**config.mk**
```make
export PLATFORM = sky130hd
export DESIGN_NAME = cp0_reg
export DESIGN_NICKNAME = d
export VERILOG_FILES = /design/src/rtl/cp0_pkg.sv /design/src/rtl/cp0_timer.sv /design/src/rtl/cp0_reg.sv
export SDC_FILE = /design/constraint.sdc
export NUM_CORES = 1
export LEC_CHECK = 0
export ABC_AREA = 1
export CORE_ASPECT_RATIO = 1.2
export CORE_MARGIN = 4
export CORE_UTILIZATION = 49
export CTS_BUF_LIST = sky130_fd_sc_hd__clkbuf_2
export CTS_CLUSTER_DIAMETER = 200
export DETAILED_ROUTE_END_ITERATION = 6
export PLACE_DENSITY = 0.89
export SYNTH_ARGS = -nofsm -noshare
export SYNTH_HDL_FRONTEND = slang
export SYNTH_HIERARCHICAL = 1
export SYNTH_SLANG_ARGS = --single-unit
```
**constraint.sdc**
```tcl
create_clock -name clk -period 4.3 [get_ports clk]
set_clock_uncertainty 0.2 [all_clocks]
set_input_delay 0.645 -clock clk [delete_from_list [all_inputs] [get_ports clk]]
set_output_delay 0.645 -clock clk [all_outputs]
set_load 0.005 [all_outputs]
```
**src/rtl/cp0_pkg.sv**
```systemverilog
// ============================================================================
// Module      : cp0_pkg
// Description : CP0 register numbers, exception type codes, ExcCode values,
//               Status/Cause bit positions and the exception decoder.
//               Honours the CP0_BADVADDR_EN build option.
// Revision    : 1.0  initial release
// ============================================================================
`default_nettype none

package cp0_pkg;

  localparam logic [4:0] CP0_REG_BADVADDR = 5'd8;
  localparam logic [4:0] CP0_REG_COUNT    = 5'd9;
  localparam logic [4:0] CP0_REG_COMPARE  = 5'd11;
  localparam logic [4:0] CP0_REG_STATUS   = 5'd12;
  localparam logic [4:0] CP0_REG_CAUSE    = 5'd13;
  localparam logic [4:0] CP0_REG_EPC      = 5'd14;
  localparam logic [4:0] CP0_REG_PRID     = 5'd15;
  localparam logic [4:0] CP0_REG_CONFIG   = 5'd16;

  localparam logic [31:0] EXC_TYPE_INT     = 32'h0000_0001;
  localparam logic [31:0] EXC_TYPE_ADEL    = 32'h0000_0004;
  localparam logic [31:0] EXC_TYPE_ADES    = 32'h0000_0005;
  localparam logic [31:0] EXC_TYPE_SYSCALL = 32'h0000_0008;
  localparam logic [31:0] EXC_TYPE_RI      = 32'h0000_000a;
  localparam logic [31:0] EXC_TYPE_OV      = 32'h0000_000c;
  localparam logic [31:0] EXC_TYPE_TRAP    = 32'h0000_000d;
  localparam logic [31:0] EXC_TYPE_ERET    = 32'h0000_000e;

  localparam logic [4:0] EXCCODE_INT  = 5'h00;
  localparam logic [4:0] EXCCODE_ADEL = 5'h04;
  localparam logic [4:0] EXCCODE_ADES = 5'h05;
  localparam logic [4:0] EXCCODE_SYS  = 5'h08;
  localparam logic [4:0] EXCCODE_RI   = 5'h0a;
  localparam logic [4:0] EXCCODE_OV   = 5'h0c;
  localparam logic [4:0] EXCCODE_TR   = 5'h0d;

  localparam int STATUS_EXL     = 1;
  localparam int CAUSE_BD       = 31;
  localparam int CAUSE_EXC_LSB  = 2;
  localparam int CAUSE_EXC_MSB  = 6;
  localparam int CAUSE_IPSW_LSB = 8;
  localparam int CAUSE_IPSW_MSB = 9;
  localparam int CAUSE_IPHW_LSB = 10;
  localparam int CAUSE_IPHW_MSB = 15;

  typedef struct packed {
    logic       take;
    logic       eret;
    logic [4:0] code;
  } exc_decode_t;

  function automatic exc_decode_t decode_except(input logic [31:0] exc_type);
    exc_decode_t d;
    d = '{take: 1'b0, eret: 1'b0, code: 5'h00};
    case (exc_type)
      EXC_TYPE_INT:     begin d.take = 1'b1; d.code = EXCCODE_INT; end
      EXC_TYPE_SYSCALL: begin d.take = 1'b1; d.code = EXCCODE_SYS; end
      EXC_TYPE_RI:      begin d.take = 1'b1; d.code = EXCCODE_RI;  end
      EXC_TYPE_OV:      begin d.take = 1'b1; d.code = EXCCODE_OV;  end
      EXC_TYPE_TRAP:    begin d.take = 1'b1; d.code = EXCCODE_TR;  end
`ifdef CP0_BADVADDR_EN
      EXC_TYPE_ADEL:    begin d.take = 1'b1; d.code = EXCCODE_ADEL; end
      EXC_TYPE_ADES:    begin d.take = 1'b1; d.code = EXCCODE_ADES; end
`endif
      EXC_TYPE_ERET:    d.eret = 1'b1;
      default:          ;
    endcase
    return d;
  endfunction

endpackage

`default_nettype wire

```
**src/rtl/cp0_timer.sv**
```systemverilog
// ============================================================================
// Module      : cp0_timer
// Description : CP0 Count/Compare pair and the sticky timer interrupt.
// Revision    : 1.0  initial release
// ============================================================================
`default_nettype none

module cp0_timer
  import cp0_pkg::*;
(
  input  logic        clk,
  input  logic        rst,
  input  logic        we_i,
  input  logic [4:0]  waddr_i,
  input  logic [31:0] data_i,
  output logic [31:0] count_o,
  output logic [31:0] compare_o,
  output logic        timer_int_o
);

  logic [31:0] count_q, count_d;
  logic [31:0] compare_q, compare_d;
  logic        timer_int_q, timer_int_d;

  always_comb begin
    count_d     = count_q + 32'd1;
    compare_d   = compare_q;
    timer_int_d = timer_int_q;
    if (compare_q != 32'd0 && count_q == compare_q) timer_int_d = 1'b1;
    if (we_i && waddr_i == CP0_REG_COUNT) count_d = data_i;
    // A Compare write acknowledges the interrupt, overriding a same-edge match.
    if (we_i && waddr_i == CP0_REG_COMPARE) begin
      compare_d   = data_i;
      timer_int_d = 1'b0;
    end
  end

  always_ff @(posedge clk) begin
    if (rst) begin
      count_q     <= 32'd0;
      compare_q   <= 32'd0;
      timer_int_q <= 1'b0;
    end else begin
      count_q     <= count_d;
      compare_q   <= compare_d;
      timer_int_q <= timer_int_d;
    end
  end

  assign count_o     = count_q;
  assign compare_o   = compare_q;
  assign timer_int_o = timer_int_q;

endmodule

`default_nettype wire

```
**src/rtl/cp0_reg.sv**
```systemverilog
// ============================================================================
// Module      : cp0_reg
// Description : Coprocessor-0 register file: Status/Cause/EPC, read mux and
//               exception capture; Count/Compare live in cp0_timer.
//               Build option CP0_BADVADDR_EN adds BadVAddr and bad_addr_i.
// Revision    : 1.0  initial release
// ============================================================================
`default_nettype none

module cp0_reg
  import cp0_pkg::*;
#(
  parameter logic [31:0] PRID_VALUE   = 32'h004c_0102,
  parameter logic [31:0] CONFIG_VALUE = 32'h0000_8000,
  parameter logic [31:0] STATUS_RESET = 32'h1000_0000
) (
  input  logic        clk,
  input  logic        rst,
  input  logic        we_i,
  input  logic [4:0]  waddr_i,
  input  logic [31:0] data_i,
  input  logic [4:0]  raddr_i,
  output logic [31:0] data_o,
  input  logic [5:0]  int_i,
  input  logic [31:0] except_type_i,
  input  logic [31:0] current_inst_addr_i,
  input  logic        is_in_delayslot_i,
`ifdef CP0_BADVADDR_EN
  input  logic [31:0] bad_addr_i,
`endif
  output logic [31:0] count_o,
  output logic [31:0] compare_o,
  output logic [31:0] status_o,
  output logic [31:0] cause_o,
  output logic [31:0] epc_o,
  output logic [31:0] config_o,
  output logic [31:0] prid_o,
  output logic        timer_int_o
);

  logic [31:0] status_q, status_d;
  logic [31:0] cause_q, cause_d;
  logic [31:0] epc_q, epc_d;
  exc_decode_t exc;
`ifdef CP0_BADVADDR_EN
  logic [31:0] badvaddr_q, badvaddr_d;
`endif

  cp0_timer u_timer (
    .clk         (clk),
    .rst         (rst),
    .we_i        (we_i),
    .waddr_i     (waddr_i),
    .data_i      (data_i),
    .count_o     (count_o),
    .compare_o   (compare_o),
    .timer_int_o (timer_int_o)
  );

  always_comb begin
    exc      = decode_except(except_type_i);
    status_d = status_q;
    cause_d  = cause_q;
    epc_d    = epc_q;
`ifdef CP0_BADVADDR_EN
    badvaddr_d = badvaddr_q;
`endif
    cause_d[CAUSE_IPHW_MSB:CAUSE_IPHW_LSB] = {int_i[5] | timer_int_o, int_i[4:0]};

    if (we_i) begin
      case (waddr_i)
        CP0_REG_STATUS: status_d = data_i;
        CP0_REG_CAUSE:  cause_d[CAUSE_IPSW_MSB:CAUSE_IPSW_LSB] = data_i[9:8];
        CP0_REG_EPC:    epc_d = data_i;
        default:        ;
      endcase
    end

    // Exception fields are applied after the write so they take precedence.
    if (exc.take) begin
      if (!status_q[STATUS_EXL]) begin
        epc_d             = is_in_delayslot_i ? current_inst_addr_i - 32'd4
                                              : current_inst_addr_i;
        cause_d[CAUSE_BD] = is_in_delayslot_i;
      end
      status_d[STATUS_EXL]                 = 1'b1;
      cause_d[CAUSE_EXC_MSB:CAUSE_EXC_LSB] = exc.code;
`ifdef CP0_BADVADDR_EN
      if (except_type_i == EXC_TYPE_ADEL || except_type_i == EXC_TYPE_ADES)
        badvaddr_d = bad_addr_i;
`endif
    end else if (exc.eret) begin
      status_d[STATUS_EXL] = 1'b0;
    end
  end

  always_ff @(posedge clk) begin
    if (rst) begin
      status_q <= STATUS_RESET;
      cause_q  <= 32'd0;
      epc_q    <= 32'd0;
`ifdef CP0_BADVADDR_EN
      badvaddr_q <= 32'd0;
`endif
    end else begin
      status_q <= status_d;
      cause_q  <= cause_d;
      epc_q    <= epc_d;
`ifdef CP0_BADVADDR_EN
      badvaddr_q <= badvaddr_d;
`endif
    end
  end

  always_comb begin
    data_o = 32'd0;
    case (raddr_i)
`ifdef CP0_BADVADDR_EN
      CP0_REG_BADVADDR: data_o = badvaddr_q;
`endif
      CP0_REG_COUNT:    data_o = count_o;
      CP0_REG_COMPARE:  data_o = compare_o;
      CP0_REG_STATUS:   data_o = status_q;
      CP0_REG_CAUSE:    data_o = cause_q;
      CP0_REG_EPC:      data_o = epc_q;
      CP0_REG_PRID:     data_o = PRID_VALUE;
      CP0_REG_CONFIG:   data_o = CONFIG_VALUE;
      default:          data_o = 32'd0;
    endcase
  end

  assign status_o = status_q;
  assign cause_o  = cause_q;
  assign epc_o    = epc_q;
  assign config_o = CONFIG_VALUE;
  assign prid_o   = PRID_VALUE;

endmodule

`default_nettype wire

```
==> impl_metrics.xml <==
<?xml version="1.0" encoding="UTF-8"?>
<metrics>
  <group name="sta">
    <metric name="final.setup.tns" unit="ns">0</metric>
    <metric name="layout_min_cycle_time" unit="ns">3.74</metric>
    <metric name="grt_setup_unrepaired" unit="">no</metric>
    <metric name="timing.fmax" unit="MHz">267</metric>
    <metric name="max-slew-margin-rel" unit="%">20.0</metric>
    <metric name="worst_pin_slew" unit="ns">1.20</metric>
    <metric name="finalMaxSlewViolations" unit="">0</metric>
    <metric name="setup_viol_count_final" unit="">0</metric>
    <metric name="hold_violation_count_in_the_final_report" unit="">0</metric>
    <metric name="final_min_period_over_clock_period" unit="%">87.0</metric>
    <metric name="setup_ws" unit="ns">0.560</metric>
  </group>
  <group name="cts">
    <metric name="clkTransAtPathRegs" unit="ns">0.23</metric>
    <metric name="ctsLongestPathBuffers" unit="">2</metric>
    <metric name="tritoncts.num_buffers" unit="">17</metric>
    <metric name="cts_root_buffer" unit="">sky130_fd_sc_hd__clkbuf_2</metric>
    <metric name="cts_resized" unit="">0</metric>
    <metric name="cts.sink_count" unit="">142</metric>
    <metric name="post_cts.repair.setup_buffers" unit="">0</metric>
    <metric name="cts_htree_levels" unit="">4</metric>
    <metric name="cts.hold.buffers_added" unit="">0</metric>
    <metric name="clock_latency" unit="ns">0.76</metric>
    <metric name="cts_tree" unit="">yes</metric>
  </group>
  <group name="drt">
    <metric name="drt_iter0_drc" unit="">1532</metric>
    <metric name="viasPerCell" unit="">5.42</metric>
    <metric name="wl_per_cell" unit="um">18.7</metric>
    <metric name="drt-total-wl" unit="um">38000</metric>
    <metric name="drt_pre_antenna_iters" unit="">7</metric>
    <metric name="detailroute.via_count" unit="">11000</metric>
    <metric name="drtAntennaViolNets" unit="">0</metric>
    <metric name="route.detailed.drc" unit="">5</metric>
  </group>
  <group name="pwr">
    <metric name="static-leakage-power" unit="nW">5.41</metric>
    <metric name="pwr_density_cell" unit="mW/mm^2">217</metric>
    <metric name="overall_power_after_layout" unit="mW">2.70</metric>
    <metric name="vdd_drop_max" unit="mV">0.169</metric>
  </group>
  <group name="status">
    <metric name="run_status" unit="">finished, violations left</metric>
    <metric name="failing_checks" unit="">DRC</metric>
  </group>
  <group name="critical_path">
    <metric name="slowest_delay" unit="ns">0.57</metric>
    <metric name="start_kind" unit="">input pin</metric>
    <metric name="worst_path_max_delay_cell" unit="">sky130_fd_sc_hd__clkdlybuf4s50_1</metric>
    <metric name="crit_path_max_fanout" unit="">27</metric>
    <metric name="critical-path-top-cell-by-count" unit="">sky130_fd_sc_hd__clkdlybuf4s50_1</metric>
    <metric name="critPathCaptureType" unit="">output port</metric>
    <metric name="worst_ep_arrival_time" unit="ns">2.89</metric>
    <metric name="data_required_time_of_the_worst_path" unit="ns">3.45</metric>
    <metric name="critPathKind" unit="">input pin to output port</metric>
    <metric name="worstPathCellList" unit="">clkdlybuf4s50_1 -&gt; nand3_1 -&gt; nor3_2 -&gt; buf_4 -&gt; inv_1 -&gt; o221ai_1 -&gt; clkdlybuf4s50_1</metric>
  </group>
  <group name="synthesis">
    <metric name="synth-edff-count" unit="">0</metric>
    <metric name="synth_top_area_share" unit="%">30.1</metric>
    <metric name="netlist_top_cells_area" unit="">sky130_fd_sc_hd__dfxtp_1 30%, sky130_fd_sc_hd__nand2_1 13%, sky130_fd_sc_hd__inv_1 8.0%</metric>
    <metric name="synth_seq_cells" unit="">142</metric>
    <metric name="synth.most_common_cell" unit="">sky130_fd_sc_hd__nand2_1</metric>
    <metric name="postSynthAreaPerCell" unit="sq um">6.31</metric>
    <metric name="yosysSeqAreaShare" unit="%">30.1</metric>
    <metric name="synth_largest_area_cell" unit="">sky130_fd_sc_hd__dfxtp_1</metric>
    <metric name="dominantRegCellSynth" unit="">sky130_fd_sc_hd__dfxtp_1</metric>
    <metric name="yosysWarningCount" unit="">6</metric>
    <metric name="synthCells" unit="">1495</metric>
    <metric name="fraction_of_registers_with_async_set_reset" unit="%">0</metric>
    <metric name="synthDistinctLibCells" unit="">44</metric>
    <metric name="synth_top_cells_by_count" unit="">338 x sky130_fd_sc_hd__nand2_1, 201 x sky130_fd_sc_hd__inv_1, 198 x sky130_fd_sc_hd__nor2_1</metric>
    <metric name="netlist_area_before_placement" unit="sq mm">0.00944</metric>
  </group>
  <group name="grt">
    <metric name="antenna_violations_before_repair" unit="">2</metric>
    <metric name="global_route.overflow_total" unit="">0</metric>
    <metric name="grt_start_max_net_pins" unit="">58</metric>
    <metric name="grt_pass1_vias" unit="">10000</metric>
    <metric name="grt_util_all_layers" unit="%">33.7</metric>
    <metric name="grt_pass1_wl" unit="um">56400</metric>
  </group>
  <group name="final_layout">
    <metric name="layout-drive-gt1-share" unit="%">4.41</metric>
    <metric name="finalNetCount" unit="">1875</metric>
    <metric name="layout-area-overhead-vs-synth" unit="%">31.9</metric>
  </group>
  <group name="floorplanning">
    <metric name="fp.dieW" unit="um">135</metric>
    <metric name="floorplan.initialDensity" unit="%">49.9</metric>
    <metric name="die_area" unit="sq mm">0.0216</metric>
    <metric name="core_area" unit="sq mm">0.0189</metric>
    <metric name="rows" unit="">55</metric>
    <metric name="chipHeight" unit="um">160</metric>
    <metric name="pin_count" unit="">373</metric>
  </group>
  <group name="job">
    <metric name="max-cap-violations" unit="">0</metric>
  </group>
  <group name="place">
    <metric name="dp_hpwl" unit="um">29700</metric>
    <metric name="detailedPlace.worstSlack" unit="ns">0.616</metric>
    <metric name="port-buffer-count" unit="">289</metric>
    <metric name="finalWeightedCongestion" unit="">0.996</metric>
  </group>
  <group name="worst_hold_path">
    <metric name="min_path_type" unit="">input pin to register</metric>
  </group>
</metrics>
==> registers in the layout, indices dropped and copies added, names as in the netlist <==
| signal | count |
|---|---|
| status_o | 32 |
| u_timer/compare_o | 32 |
| cause_o | 13 |
| u_timer/timer_int_o | 1 |
| u_timer/count_o | 32 |
| epc_o | 32 |
==> metal layers <==
layer	share of wire [%]	GRT usage [%]	up-vias	wire [um]
met3	10	6.33	136	3940
met2	48	55.7	795	18100
met4	5.5	17.2	0	2090
met1	37	41.6	4929	13900
li1	-	-	5130	-
met5	0	0	-	0
==> cell families (layout without fill, tap and decap cells) <==
logic type,after synthesis,in the layout,share of synthesized area [%]
adders and majority gates,2,2,0.265
AOI/OAI and AO/OA,270,270,16.0
other,2,85,0.0796
buffers and inverters,346,540,17.7
muxes,8,8,0.849
DFF,142,142,30.1
xor gates and xnor gates,47,47,4.36
and+or+nand+nor,678,678,30.6
==> worst paths after layout <==
check	start	to	slack [ns]	cells past startpoint
max	raddr_i[2]	data_o[31]	0.56	7
min reg2reg	status_o[30]	status_o[30]	0.29	2
max reg2reg	u_timer/count_o[0]	u_timer/count_o[28]	1.89	10
min	int_i[3]	cause_o[13]	0.17	3
==> worst max-delay path, delay by kind of cell <==
kind / cells / cell delay, ns
buffers and inverters: 4 / 1.65
AOI/OAI and AO/OA: 1 / 0.30
and+or+nand+nor: 2 / 0.29
==> metrics by stage <==
stage                     utilization [%]  hold WS, ns  cell area, sq um  instances
final                                65.8        0.169             12400       2028
after global routing                 65.8        0.149             12400       2028
after CTS                            65.7        0.127             12400       2026
after detailed placement             64.2        0.262             12200       1994
after global placement               64.2        0.258             12200       1994
after floorplan                         -        0.253              9740       1576
==> placed cells by master (no fill, tap or decap), types with 4 or more instances in the layout <==
cell type / Yosys / layout
sky130_fd_sc_hd__a21oi_1: 105 / 105
sky130_fd_sc_hd__a22oi_1: 20 / 20
sky130_fd_sc_hd__buf_4: 85 / 13
sky130_fd_sc_hd__bufinv_16: 0 / 4
sky130_fd_sc_hd__clkbuf_2: 1 / 17
sky130_fd_sc_hd__clkdlybuf4s50_1: 0 / 289
sky130_fd_sc_hd__clkinvlp_4: 0 / 7
sky130_fd_sc_hd__conb_1: 2 / 83
sky130_fd_sc_hd__dfxtp_1: 142 / 142
sky130_fd_sc_hd__inv_1: 201 / 201
sky130_fd_sc_hd__mux2i_1: 8 / 8
sky130_fd_sc_hd__nand2_1: 338 / 338
sky130_fd_sc_hd__nand3_1: 68 / 68
sky130_fd_sc_hd__nand3_2: 4 / 4
sky130_fd_sc_hd__nand4_1: 24 / 24
sky130_fd_sc_hd__nor2_1: 198 / 198
sky130_fd_sc_hd__nor2_2: 7 / 7
sky130_fd_sc_hd__nor2_4: 4 / 4
sky130_fd_sc_hd__nor3_1: 20 / 20
sky130_fd_sc_hd__o2111ai_1: 16 / 16
sky130_fd_sc_hd__o211ai_1: 8 / 8
sky130_fd_sc_hd__o21ai_0: 114 / 114
sky130_fd_sc_hd__xnor2_1: 25 / 25
sky130_fd_sc_hd__xor2_1: 22 / 22
==> where the power goes <==
part | switching, mW | internal [mW] | leakage, nW
combinational | 0.220 | 0.192 | 4.12
clock | 0.532 | 0.377 | 0.144
sequential | 0.0365 | 1.34 | 1.15
==> cell type report <==
| cell class | count | area, sq um |
|---|---|---|
| Fill cell | 1734 | 6480 |
| Multi-Input combinational cell | 1088 | 5230 |
| Timing Repair Buffer | 302 | 2990 |
| Sequential cell | 142 | 2840 |
| Inverter | 206 | 778 |
| Tap cell | 256 | 320 |
| Clock inverter | 15 | 196 |
| Clock buffer | 17 | 85.1 |
| Antenna cell | 2 | 5.00 |
Power figures use the tool's default switching activity.
